[config.mk]
export PLATFORM = sky130hd
export DESIGN_NAME = usb_tx_sequencer
export DESIGN_NICKNAME = d
export VERILOG_FILES = /design/src/rtl/usb_pkg.sv /design/src/rtl/usb_crc16_byte.sv /design/src/rtl/usb_tx_sequencer.sv
export SDC_FILE = /design/constraint.sdc
export NUM_CORES = 1
export LEC_CHECK = 0
export CORE_ASPECT_RATIO = 2
export CORE_MARGIN = 2
export CORE_UTILIZATION = 50
export CTS_CLUSTER_DIAMETER = 40
export DETAILED_ROUTE_END_ITERATION = 7
export PLACE_DENSITY = 0.73
export SYNTH_ARGS = -nofsm -noshare
export SYNTH_HDL_FRONTEND = slang
export SYNTH_HIERARCHICAL = 1
export SYNTH_SLANG_ARGS = --single-unit
[constraint.sdc]
create_clock -name clk -period 3.1 [get_ports clk]
set_input_delay 0.62 -clock clk [delete_from_list [all_inputs] [get_ports clk]]
set_output_delay 0.62 -clock clk [all_outputs]
set_load 0.005 [all_outputs]
[src/rtl/usb_pkg.sv]
// Shared USB definitions: packet type encoding, PID bytes and CRC16 constants.
package usb_pkg;

  typedef enum logic [2:0] {
    PKT_NONE  = 3'd0,
    PKT_DATA0 = 3'd1,
    PKT_DATA1 = 3'd2,
    PKT_ACK   = 3'd3,
    PKT_NAK   = 3'd4,
    PKT_STALL = 3'd5
  } tx_packet_t;

  localparam logic [7:0]  PID_DATA0       = 8'hC3;
  localparam logic [7:0]  PID_DATA1       = 8'h4B;
  localparam logic [7:0]  PID_ACK         = 8'hD2;
  localparam logic [7:0]  PID_NAK         = 8'h5A;
  localparam logic [7:0]  PID_STALL       = 8'h1E;

  localparam logic [7:0]  SYNC_BYTE       = 8'h80;
  localparam logic [15:0] CRC16_INIT      = 16'hFFFF;
  localparam logic [15:0] CRC16_POLY_REFL = 16'hA001;
  localparam logic [6:0]  MAX_LEN         = 7'd64;

  // PID byte that goes on the wire for each packet type
  function automatic logic [7:0] pid_byte(input tx_packet_t pkt);
    case (pkt)
      PKT_DATA0: pid_byte = PID_DATA0;
      PKT_DATA1: pid_byte = PID_DATA1;
      PKT_ACK:   pid_byte = PID_ACK;
      PKT_NAK:   pid_byte = PID_NAK;
      PKT_STALL: pid_byte = PID_STALL;
      default:   pid_byte = 8'h00;
    endcase
  endfunction

  // Packet types that carry a payload and a CRC16
  function automatic logic is_data_packet(input tx_packet_t pkt);
    is_data_packet = (pkt == PKT_DATA0) || (pkt == PKT_DATA1);
  endfunction

  // Packet types this sequencer knows how to send
  function automatic logic is_known_packet(input tx_packet_t pkt);
    is_known_packet = (pkt == PKT_DATA0) || (pkt == PKT_DATA1) || (pkt == PKT_ACK) ||
                      (pkt == PKT_NAK) || (pkt == PKT_STALL);
  endfunction

endpackage

[src/rtl/usb_crc16_byte.sv]
// One-byte step of the USB CRC16 (reflected polynomial, LSB-first bit order).
module usb_crc16_byte (
  input  logic [15:0] crc_in,
  input  logic [7:0]  data,
  output logic [15:0] crc_out
);
  import usb_pkg::*;

  // Shift the eight data bits through the reflected polynomial, LSB first
  always_comb begin
    logic [15:0] work;
    work = crc_in;
    for (int i = 0; i < 8; i++) begin
      if (work[0] ^ data[i]) begin
        work = (work >> 1) ^ CRC16_POLY_REFL;
      end else begin
        work = work >> 1;
      end
    end
    crc_out = work;
  end

endmodule

[src/rtl/usb_tx_sequencer.sv]
// Byte-level USB transmit sequencer: SYNC, PID, payload pulled from the
// data buffer, then CRC16, handed to the bit encoder over valid/ready.
module usb_tx_sequencer (
  input  logic       clk,
  input  logic       n_rst,
  input  logic       tx_start,
  input  logic [2:0] tx_packet,
  input  logic [6:0] tx_length,
  input  logic       tx_abort,
  input  logic [6:0] buffer_occupancy,
  input  logic [7:0] tx_packet_data,
  output logic       get_tx_packet_data,
  output logic       clear,
  output logic [7:0] tx_byte,
  output logic       tx_byte_valid,
  input  logic       tx_byte_ready,
  output logic       tx_busy,
  output logic       tx_done,
  output logic       tx_error
);
  import usb_pkg::*;

  typedef enum logic [3:0] {
    ST_IDLE,
    ST_SYNC,
    ST_PID,
    ST_FETCH,
    ST_LOAD,
    ST_DATA,
    ST_CRC_LO,
    ST_CRC_HI,
    ST_DONE
  } state_t;

  state_t     state;
  tx_packet_t pkt_type;
  tx_packet_t req_type;
  logic [6:0] remaining;
  logic [15:0] crc;
  logic [15:0] crc_next;
  logic       length_bad;
  logic       transfer;

  assign req_type   = tx_packet_t'(tx_packet);
  assign length_bad = (tx_length > MAX_LEN) || (tx_length > buffer_occupancy);
  assign transfer   = tx_byte_valid && tx_byte_ready;

  usb_crc16_byte u_crc (
    .crc_in  (crc),
    .data    (tx_byte),
    .crc_out (crc_next)
  );

  // Packet sequencing FSM; every output is registered and set for the state being entered
  always_ff @(posedge clk or negedge n_rst) begin
    if (!n_rst) begin
      state              <= ST_IDLE;
      pkt_type           <= PKT_NONE;
      remaining          <= 7'd0;
      crc                <= CRC16_INIT;
      get_tx_packet_data <= 1'b0;
      clear              <= 1'b0;
      tx_byte            <= 8'h00;
      tx_byte_valid      <= 1'b0;
      tx_busy            <= 1'b0;
      tx_done            <= 1'b0;
      tx_error           <= 1'b0;
    end else begin
      get_tx_packet_data <= 1'b0;
      clear              <= 1'b0;
      tx_done            <= 1'b0;
      tx_error           <= 1'b0;
      if (tx_abort && (state != ST_IDLE)) begin
        state         <= ST_IDLE;
        tx_byte       <= 8'h00;
        tx_byte_valid <= 1'b0;
        tx_busy       <= 1'b0;
        clear         <= 1'b1;
      end else begin
        case (state)
          ST_IDLE: begin
            if (tx_start) begin
              if (is_data_packet(req_type) && length_bad) begin
                tx_error <= 1'b1;
              end else if (is_known_packet(req_type)) begin
                state         <= ST_SYNC;
                pkt_type      <= req_type;
                remaining     <= is_data_packet(req_type) ? tx_length : 7'd0;
                crc           <= CRC16_INIT;
                tx_byte       <= SYNC_BYTE;
                tx_byte_valid <= 1'b1;
                tx_busy       <= 1'b1;
              end
            end
          end
          ST_SYNC: begin
            if (transfer) begin
              state   <= ST_PID;
              tx_byte <= pid_byte(pkt_type);
            end
          end
          ST_PID: begin
            if (transfer) begin
              if (!is_data_packet(pkt_type)) begin
                state         <= ST_DONE;
                tx_byte       <= 8'h00;
                tx_byte_valid <= 1'b0;
                tx_done       <= 1'b1;
              end else if (remaining != 7'd0) begin
                state              <= ST_FETCH;
                tx_byte_valid      <= 1'b0;
                get_tx_packet_data <= 1'b1;
              end else begin
                state   <= ST_CRC_LO;
                tx_byte <= ~crc[7:0];
              end
            end
          end
          ST_FETCH: begin
            state <= ST_LOAD;
          end
          ST_LOAD: begin
            state         <= ST_DATA;
            tx_byte       <= tx_packet_data;
            tx_byte_valid <= 1'b1;
          end
          ST_DATA: begin
            if (transfer) begin
              crc       <= crc_next;
              remaining <= remaining - 7'd1;
              if (remaining != 7'd1) begin
                state              <= ST_FETCH;
                tx_byte_valid      <= 1'b0;
                get_tx_packet_data <= 1'b1;
              end else begin
                state   <= ST_CRC_LO;
                tx_byte <= ~crc_next[7:0];
              end
            end
          end
          ST_CRC_LO: begin
            if (transfer) begin
              state   <= ST_CRC_HI;
              tx_byte <= ~crc[15:8];
            end
          end
          ST_CRC_HI: begin
            if (transfer) begin
              state         <= ST_DONE;
              tx_byte       <= 8'h00;
              tx_byte_valid <= 1'b0;
              tx_done       <= 1'b1;
            end
          end
          ST_DONE: begin
            state   <= ST_IDLE;
            tx_busy <= 1'b0;
          end
          default: begin
            state         <= ST_IDLE;
            tx_byte_valid <= 1'b0;
            tx_busy       <= 1'b0;
          end
        endcase
      end
    end
  end

endmodule

==> reports/qor.csv, run 1 <==
stage;metric;value;unit
run;Max-Cap Viols;0;
setup_path;Slowest-stage cell, CP;clkdlybuf4s50_1;
global_route;initial antenna violation count;0;
synthesis;syn nets;395;
die;die area;0.00703;mm^2
setup_path;Cell Chain, Critical Path;clkdlybuf4s50_1, ha_1, a21oi_1, o21ai_0, o2111ai_1, nand3_1, buf_12, a211o_1;
power_and_ir_drop;Switch Pwr;0.00143;W
power_and_ir_drop;cell-internal power;0.00207;W
timing;Final min period;2610;ps
synthesis;top cell type's share of synthesized area;0.221;
setup_path;critical path type;in -> reg;
timing;Worst Skew;6.05;ps
cts;root buffer cell;clkbuf_16;
setup_path;CP endpoint kind;register;
synthesis;synth warn;6;
cts;Post-CTS Setup Bufs;0;
placement;detailed placement HPWL;5690;um
cts;clock-pin slew on the worst setup and hold paths;60;ps
synthesis;Gate Count Post-Synth;354;
timing;Final Max Tran Viols;0;
timing;final setup fails;0;
setup_path;CP required;3260;ps
setup_path;worst path arrival time;2780;ps
synthesis;Seq/Total Area, Yosys;0.354;
synthesis;Yosys reg bits;44;
cts;CTS tree;done;
synthesis;async set-reset flop share out of synthesis;1.00;
global_route;vias in the first global route;2788;
worst_hold_path;HP Class;reg -> reg;
setup_path;startpoint types;primary input;
synthesis;Main synth FF type;dfrtp_1;
cells_and_area;Area Overhead vs Synth;19.5;%
timing;period utilization;0.843;
die;DIE HEIGHT;117;um
timing;maximum clock rate;0.383;GHz
setup_path;R2R Path Start;crc[3]$_DFFE_PN1P_;
routing;remaining antenna violation count;0;
timing;final hold viol count;0;
setup_path;R2R cell count;8;
cts;CTS buffer count;5;
synthesis;Mean Syn Cell Area;8.95;um^2
cells_and_area;nets@finish;432;
synthesis;Synth area leaders;dfrtp_1 22%, dfstp_2 13%, a21oi_1 4.4%, xnor2_1 4.4%, ha_1 4.3%;
power_and_ir_drop;clock share of power;0.151;
cells_and_area;Antenna diodes;0;
synthesis;Yosys cell types;64;
setup_path;Top delay family on crit path;compound AO/OA/AOI/OAI gates;
synthesis;Post-Syn Area;0.00317;mm^2
cells_and_area;commonest non-fill, non-tap cells in the layout;42 x clkdlybuf4s50_1, 34 x nand2_1, 32 x nor2_1, 28 x a21oi_1, 28 x dfrtp_1;
routing;initial detailed-routing violation count;193;
setup_path;Buf/Inv on CP;2;
power_and_ir_drop;Pwr per Cell Area;925;mW/mm^2
routing;via count of the routed design;2774;
die;core area;0.00621;mm^2
die;Initial Util;0.510;
die;total I/O pin count;44;
worst_hold_path;worst hold path startpoint;crc[15]$_DFFE_PN1P_;
cts;PostCTS Resize Cnt;0;
global_route;grt ovf;0;
worst_hold_path;worst hold stages;2;
routing;via/cell ratio;5.80;
routing;Pre-antenna DRT Iters;5;
timing;Slew HR;0.353;
global_route;global-route wire length before repair;13300;um
power_and_ir_drop;Net Sw Frac;0.409;
placement;GP Congestion;0.956;
cts;Clk Latency, worst-skew pair;280;ps
power_and_ir_drop;total power;0.00350;W
global_route;Tot GR Track Use;0.245;
cells_and_area;final design utilization;0.610;
routing;WL per Instance;16.3;um
setup_path;Crit Path Max Fanout;37;
power_and_ir_drop;Logic pwr share;0.557;
setup_path;Setup crit start;tx_length[6];
synthesis;number of flops mapped to enable cells by yosys;0;
cells_and_area;most common cell after layout, fill and taps aside;clkdlybuf4s50_1;
cts;Sink Count;44;
setup_path;Critical Path Max Stage Delay;480;ps
timing;RSZ-0062 raised after global routing;false;
die;Cell Rows;41;
power_and_ir_drop;Leak Pwr;1.59;nW
cts;hold_buf cts;0;
global_route;largest net degree at the start of global routing;45;
placement;Port Buf Inserts;43;
timing;Worst Tran Pin Value;970;ps
routing;DRC violations left;0;
die;Die W;60.3;um
routing;WL final;7780;um
power_and_ir_drop;register share of total power;0.292;
cts;CTS Buffer Depth;2;
power_and_ir_drop;maximum VDD drop;847;uV
synthesis;largest area contributor in the netlist;dfrtp_1;
status;status;finished clean;
cts;htree depth;2;
cells_and_area;share of cells above drive strength 1;0.153;
timing;setup TNS;0;ps
setup_path;CP Depth;8;
-- worst paths after layout --
check / end / slack [ps]
max: remaining[0]$_DFFE_PN0P_ / 490
min: crc[15]$_DFFE_PN1P_ / 480
max reg2reg: tx_byte[0]$_DFFE_PN0P_ / 500
min reg2reg: crc[15]$_DFFE_PN1P_ / 480
max in group asynchronous: remaining[3]$_DFFE_PN0P_ / 2000
min in group asynchronous: pkt_type[0]$_DFFE_PN0P_ / 490
-- routing by layer --
| metal | share of wire | vias up | wire length, um | GRT usage |
|---|---|---|---|---|
| li1 | - | 1329 | - | - |
| met1 | 0.40 | 1322 | 3120 | 0.313 |
| met2 | 0.53 | 105 | 4120 | 0.417 |
| met3 | 0.052 | 18 | 404 | 0.0299 |
| met4 | 0.018 | 0 | 142 | 0.0844 |
| met5 | 0 | - | 0 | 0 |
-- sequential cells by signal (all words and copies together), names as in the netlist --
| register | cells |
|---|---|
| clear | 1 |
| crc | 16 |
| get_tx_packet_data | 1 |
| pkt_type | 3 |
| remaining | 7 |
| state | 4 |
| tx_busy | 1 |
| tx_byte | 8 |
| tx_byte_valid | 1 |
| tx_done | 1 |
| tx_error | 1 |
-- worst register-to-register path: stages (launching register included) --
cell	delay [ps]
dfstp_2	550
xor2_1	290
xnor2_1	230
xor3_2	550
xnor3_1	330
o22ai_1	90
a21oi_1	160
o21ai_0	90
a22o_1	190
-- synth_stat cells, drive strengths merged (10+ instances only) --
master  number
nand2       35
nor2        32
a21oi       28
dfrtp       28
o21ai       24
inv         19
buf         18
dfstp       16
nor3        16
xnor2       16
ha          11
o22ai       10
-- cells by family after synthesis --
| group | Yosys count | synth area share |
|---|---|---|
| AOI/OAI and AO/OA | 96 | 0.200 |
| xor gates and xnor gates | 24 | 0.0782 |
| adders and majority gates | 11 | 0.0435 |
| buffers and inverters | 42 | 0.0695 |
| DFF | 44 | 0.354 |
| muxes | 11 | 0.0363 |
| and+or+nand+nor | 126 | 0.218 |
-- cell type report --
class	instances	area, um^2
Multi-Input combinational cell	268	1830
Fill cell	543	2420
Clock buffer	8	146
Tap cell	86	108
Inverter	19	71.3
Sequential cell	44	1120
Timing Repair Buffer	53	513
-- per-stage QoR --
step | instances | area, um^2 | hold WS [ps] | setup slack [ps]
final | 478 | 3780 | 478 | 488
after global routing | 478 | 3780 | 496 | 348
after CTS | 478 | 3780 | 480 | 506
after detailed placement | 470 | 3640 | 470 | 218
after global placement | 470 | 3640 | 465 | 313
after floorplan | 354 | 3170 | 324 | 774
-- power groups by stage --
stage | Sequential [W] | Clock (W) | Combinational (W)
after global routing | 0.00105 | 0.000558 | 0.00214
after floorplan | 0.000935 | 0 | 0.00155
after detailed placement | 0.00103 | 0 | 0.00193
after global placement | 0.00102 | 0 | 0.00188
final | 0.00102 | 0.000527 | 0.00195
after CTS | 0.00102 | 0.000538 | 0.00195
Power figures use the tool's default switching activity.
==> run 2, diff against run 1 <==
--- a/config.mk
+++ b/config.mk
@@ -10,7 +10,7 @@
 export CORE_UTILIZATION = 50
 export CTS_CLUSTER_DIAMETER = 40
 export DETAILED_ROUTE_END_ITERATION = 7
-export PLACE_DENSITY = 0.73
+export PLACE_DENSITY = 0.76
 export SYNTH_ARGS = -nofsm -noshare
 export SYNTH_HDL_FRONTEND = slang
 export SYNTH_HIERARCHICAL = 1
==> constraint.sdc (replaced) <==
create_clock -name clk -period 2.4 [get_ports clk]
set_input_delay 0.48 -clock clk [delete_from_list [all_inputs] [get_ports clk]]
set_output_delay 0.48 -clock clk [all_outputs]
set_load 0.005 [all_outputs]
==> reports/qor.csv, run 2 (synthesis gave the netlist of run 1 again) <==
stage;metric;value;unit
status;status;finished clean;
timing;Slew HR;0.409;
cts;CTS buffer count;5;
routing;DRC violations left;0;
placement;Placed Cells;496;
routing;initial detailed-routing violation count;206;
die;total I/O pin count;44;
setup_path;Top delay family on crit path;simple AND/OR/NAND/NOR gates;
setup_path;Critical Path Max Stage Delay;450;ps
setup_path;CP required;2570;ps
die;Initial Util;0.510;
routing;remaining antenna violation count;0;
setup_path;Reg2Reg Setup Slack;90;ps
timing;Hold Slack;315;ps
cts;htree depth;2;
timing;period utilization;0.964;
placement;GP Congestion;0.905;
global_route;largest net degree at the start of global routing;39;
setup_path;Slowest-stage cell, CP;clkdlybuf4s50_1;
power_and_ir_drop;total power;0.00525;W
cells_and_area;non-filler instance count after layout;509;
cells_and_area;Reg area;0.00112;mm^2
setup_path;Crit Path Max Fanout;3;
placement;Port Buf Inserts;43;
global_route;initial antenna violation count;0;
die;Cell Rows;41;
placement;detailed placement HPWL;6340;um
cts;Clk Latency, worst-skew pair;290;ps
routing;via count of the routed design;2915;
cells_and_area;most common cell after layout, fill and taps aside;clkdlybuf4s50_1;
setup_path;critical path type;in -> reg;
cells_and_area;fillcell total;491;
cts;clock-pin slew on the worst setup and hold paths;60;ps
cells_and_area;Multi-input gate area;0.00191;mm^2
setup_path;CP endpoint kind;register;
setup_path;Cell Chain, Critical Path;clkdlybuf4s50_1, inv_1, ha_1, nand4_1, or2_1, nand2_1, o21ai_1, or3_4, mux2_2;
power_and_ir_drop;Pwr per Cell Area;1270;mW/mm^2
routing;Pre-antenna DRT Iters;4;
die;DIE HEIGHT;117;um
routing;WL final;8490;um
setup_path;Buf/Inv on CP;2;
timing;Worst Tran Pin Value;887;ps
routing;via/cell ratio;5.73;
power_and_ir_drop;maximum VDD drop;1160;uV
timing;Worst Skew;7.52;ps
cells_and_area;commonest non-fill, non-tap cells in the layout;42 x clkdlybuf4s50_1, 39 x buf_4, 34 x nand2_1, 32 x nor2_1;
global_route;vias in the first global route;3011;
die;Die W;60.3;um
power_and_ir_drop;Leak Pwr;1.78;nW
cells_and_area;Most flops, register;crc;
setup_path;startpoint types;primary input;
global_route;global-route wire length before repair;14200;um
timing;Final min period;2310;ps
cts;hold_buf cts;0;
cts;root buffer cell;clkbuf_16;
timing;maximum clock rate;0.432;GHz
cells_and_area;Largest regs;crc x16, tx_byte x8, remaining x7;
global_route;grt ovf;0;
die;die area;0.00703;mm^2
setup_path;worst path arrival time;2480;ps
run;Max-Cap Viols;0;
cts;CTS Buffer Depth;2;
routing;WL per Instance;16.7;um
cells_and_area;number of flip-flops under the largest register name;16;
global_route;Tot GR Track Use;0.265;
cells_and_area;share of cells above drive strength 1;0.246;
cells_and_area;nets@finish;463;
die;core area;0.00621;mm^2
timing;Final Max Tran Viols;0;
cells_and_area;Antenna diodes;0;
timing;final hold viol count;0;
worst_hold_path;HP Class;in -> async;
cts;CTS tree;done;
cells_and_area;Area Overhead vs Synth;30.9;%
cts;Sink Count;44;
timing;setup TNS;0;ps
timing;final setup fails;0;
==> run 2: changes by cell type in the layout (fill, tap and decap cells not counted), sizes merged <==
cell    previous run  this run
clkinv             0         2
buf               11        42
bufinv             0         1
clkbuf             8         5
==> run 2: repair_timing <==
item	in CTS	in global routing
buffers inserted	4	1
endpoints found under the setup margin	1	29
pin swaps	3	8
gates resized for setup	2	12
==> run 2: stage by stage <==
| stage | cell area, um^2 | utilization | worst slack [ps] |
|---|---|---|---|
| after floorplan | 3170 | - | 74.1 |
| after global placement | 3850 | 0.620 | -191 |
| after detailed placement | 3850 | 0.620 | -268 |
| after CTS | 4060 | 0.655 | 25.5 |
| after global routing | 4150 | 0.668 | -17.5 |
| final | 4150 | 0.668 | 86.1 |
==> run 2: area by class of cell <==
cell class / instances / share of cell area
Multi-Input combinational cell: 268 / 0.462
Sequential cell: 44 / 0.270
Tap cell: 86 / 0.0260
Timing Repair Buffer: 84 / 0.183
Clock buffer: 5 / 0.0302
Clock inverter: 3 / 0.0115
Inverter: 19 / 0.0172
==> run 2: final timing paths <==
kind                                      from                 endpoint  cells past startpoint
max                        buffer_occupancy[4]  pkt_type[0]$_DFFE_PN0P_                      9
min reg2reg                crc[15]$_DFFE_PN1P_      crc[15]$_DFFE_PN1P_                      2
min                                      n_rst  pkt_type[0]$_DFFE_PN0P_                      1
max reg2reg                 crc[3]$_DFFE_PN1P_   tx_byte[0]$_DFFE_PN0P_                      8
min in group clk           crc[15]$_DFFE_PN1P_      crc[15]$_DFFE_PN1P_                      2
max in group asynchronous                n_rst       crc[6]$_DFFE_PN1P_                      2
==> run 2: per-layer routing <==
layer  GRT usage  wire length, um  vias to the layer above
met5           0                0                        -
met4       0.114              215                        0
met3      0.0365              358                       20
met2       0.448             4540                       93
met1       0.327             3380                     1413
li1            -                -                     1389
==> run 2: worst reg2reg max path, cell delays in order (launching register included) <==
cell and delay (ps):
dfstp_2 590, xor2_4 200, xnor2_2 140, xor3_2 490, xnor3_1 290, o22ai_2 110
a21oi_1 130, o21ai_1 70, a22o_1 180
==> run 2: power by group <==
part	leakage, nW	switching (W)	internal (W)
clock network	0.0840	0.000295	0.000495
logic	1.16	0.00155	0.00163
registers	0.535	0.000251	0.00103
total	1.78	0.00210	0.00314
==> run 3, diff against run 2 <==
--- a/config.mk
+++ b/config.mk
@@ -10,7 +10,7 @@
 export CORE_UTILIZATION = 50
 export CTS_CLUSTER_DIAMETER = 40
 export DETAILED_ROUTE_END_ITERATION = 7
-export PLACE_DENSITY = 0.76
+export PLACE_DENSITY_LB_ADDON = 0.25
 export SYNTH_ARGS = -nofsm -noshare
 export SYNTH_HDL_FRONTEND = slang
 export SYNTH_HIERARCHICAL = 1
==> reports/qor.csv, run 3 (synthesis gave the netlist of run 1 again) <==
stage;metric;value;unit
setup_path;Crit Path Max Fanout;3;
routing;Pre-antenna DRT Iters;4;
die;Die W;60.3;um
setup_path;Critical Path Max Stage Delay;450;ps
routing;DRC violations left;0;
routing;initial detailed-routing violation count;230;
cells_and_area;share of cells above drive strength 1;0.225;
cts;Sink Count;44;
cts;CTS buffer count;5;
global_route;largest net degree at the start of global routing;36;
cts;htree depth;2;
power_and_ir_drop;maximum VDD drop;908;uV
die;Initial Util;0.510;
die;DIE HEIGHT;117;um
cells_and_area;Area Overhead vs Synth;27.9;%
setup_path;Setup crit start;buffer_occupancy[3];
cells_and_area;nets@finish;454;
setup_path;RR Endpoint;tx_byte[0]$_DFFE_PN0P_;
cells_and_area;most common cell after layout, fill and taps aside;clkdlybuf4s50_1;
power_and_ir_drop;Leak Pwr;1.74;nW
global_route;initial antenna violation count;0;
global_route;global-route wire length before repair;13300;um
global_route;vias in the first global route;2881;
routing;via count of the routed design;2837;
die;total I/O pin count;44;
timing;final setup fails;2;
placement;detailed placement HPWL;6130;um
timing;Final Max Tran Viols;0;
placement;Port Buf Inserts;43;
timing;Worst Skew;2.84;ps
die;die area;0.00703;mm^2
routing;WL per Instance;17.2;um
status;status;complete, but fails checks;
setup_path;Cell Chain, Critical Path;clkdlybuf4s50_1, inv_1, ha_1, nand4_1, or2_1, nand2_1, o21ai_2, or3_4, mux2_4;
cts;root buffer cell;clkbuf_16;
timing;final hold viol count;0;
timing;RSZ-0062 raised after global routing;true;
die;Cell Rows;41;
routing;via/cell ratio;5.67;
cts;clock-pin slew on the worst setup and hold paths;60;ps
cts;CTS tree;done;
cells_and_area;Largest regs;crc x16, tx_byte x8, remaining x7;
setup_path;Slowest-stage cell, CP;clkdlybuf4s50_1;
setup_path;R2R Path Start;crc[5]$_DFFE_PN1P_;
routing;remaining antenna violation count;0;
cells_and_area;number of flip-flops under the largest register name;16;
power_and_ir_drop;Pwr per Cell Area;1190;mW/mm^2
global_route;grt ovf;0;
timing;Hold Slack;117;ps
timing;Slew HR;0.670;
cts;Clk Latency, worst-skew pair;280;ps
status;failing checks;negative setup slack;
cts;hold_buf cts;0;
setup_path;Reg2Reg Setup Slack;30;ps
setup_path;worst path arrival time;2580;ps
run;Max-Cap Viols;0;
worst_hold_path;HP Class;in -> async;
timing;Worst Tran Pin Value;494;ps
global_route;Tot GR Track Use;0.250;
die;core area;0.00621;mm^2
timing;final worst slack;-11.6;ps
cells_and_area;Most flops, register;crc;
setup_path;CP required;2570;ps
setup_path;CP endpoint kind;register;
timing;period utilization;1.00;
routing;WL final;8620;um
cells_and_area;commonest non-fill, non-tap cells in the layout;40 x clkdlybuf4s50_1, 34 x nand2_1, 32 x nor2_1, 29 x buf_4;
timing;Final min period;2410;ps
setup_path;R2R cell count;8;
timing;maximum clock rate;0.415;GHz
power_and_ir_drop;total power;0.00483;W
cells_and_area;final design utilization;0.653;
cts;CTS Buffer Depth;2;
cells_and_area;fillcell total;513;
setup_path;critical path type;in -> reg;
placement;GP Congestion;0.886;
setup_path;startpoint types;primary input;
cells_and_area;Antenna diodes;0;
==> run 3: critical path, delay by kind of cell <==
kind | cells | cell delay, ps
AND/OR/NAND/NOR | 4 | 930
buffers and inverters | 2 | 500
multiplexers | 1 | 300
adder cells (fa/ha/maj) | 1 | 290
AO/OA/AOI/OAI | 1 | 70
==> run 3: worst max path at each step <==
stage	slack (ps)	end
after floorplan	70	tx_byte[0]$_DFFE_PN0P_
after global placement	-210	tx_byte_valid$_DFFE_PN0P_
after detailed placement	-280	pkt_type[2]$_DFFE_PN0P_
after CTS	10	tx_byte[0]$_DFFE_PN0P_
after global routing	-50	tx_byte[0]$_DFFE_PN0P_
final	-10	pkt_type[0]$_DFFE_PN0P_
==> run 3: per-stage QoR <==
step                      instances  area (um^2)  TNS (ps)  worst slack [ps]
after floorplan                 354         3170         0              74.1
after global placement          490         3790     -3850              -213
after detailed placement        490         3790     -6330              -276
after CTS                       498         3930         0              11.4
after global routing            500         4050      -229             -52.3
final                           500         4050     -12.1             -11.6
==> run 3: final cells by class <==
class                           count  area (um^2)  share of cell area
Clock inverter                      1         5.00             0.00124
Sequential cell                    44         1120               0.277
Inverter                           19         71.3              0.0176
Timing Repair Buffer               75          704               0.174
Tap cell                           86          108              0.0266
Multi-Input combinational cell    268         1910               0.471
Clock buffer                        7          133              0.0327
==> run 3: timing repair <==
| item | in CTS | in global routing |
|---|---|---|
| endpoints found under the hold margin | 0 | 0 |
| pin swaps | 0 | 9 |
| gates cloned | 0 | 1 |
| setup buffers | 0 | 1 |
| gates resized for setup | 1 | 16 |
| setup endpoints to repair | 1 | 31 |
==> run 3: where the power goes <==
| part | switching (W) | internal [W] | total, W |
|---|---|---|---|
| Combinational | 0.00138 | 0.00148 | 0.00286 |
| Clock | 0.000273 | 0.000385 | 0.000658 |
| Sequential | 0.000291 | 0.00102 | 0.00131 |
| Total | 0.00194 | 0.00289 | 0.00483 |
==> run 3: per-layer routing <==
metal  vias up  global-route usage  share of wire
met4         0              0.0874          0.014
met1      1372               0.304           0.41
met2        80               0.437           0.53
met3        13              0.0377          0.047
met5         -                   0              0
li1       1372                   -              -
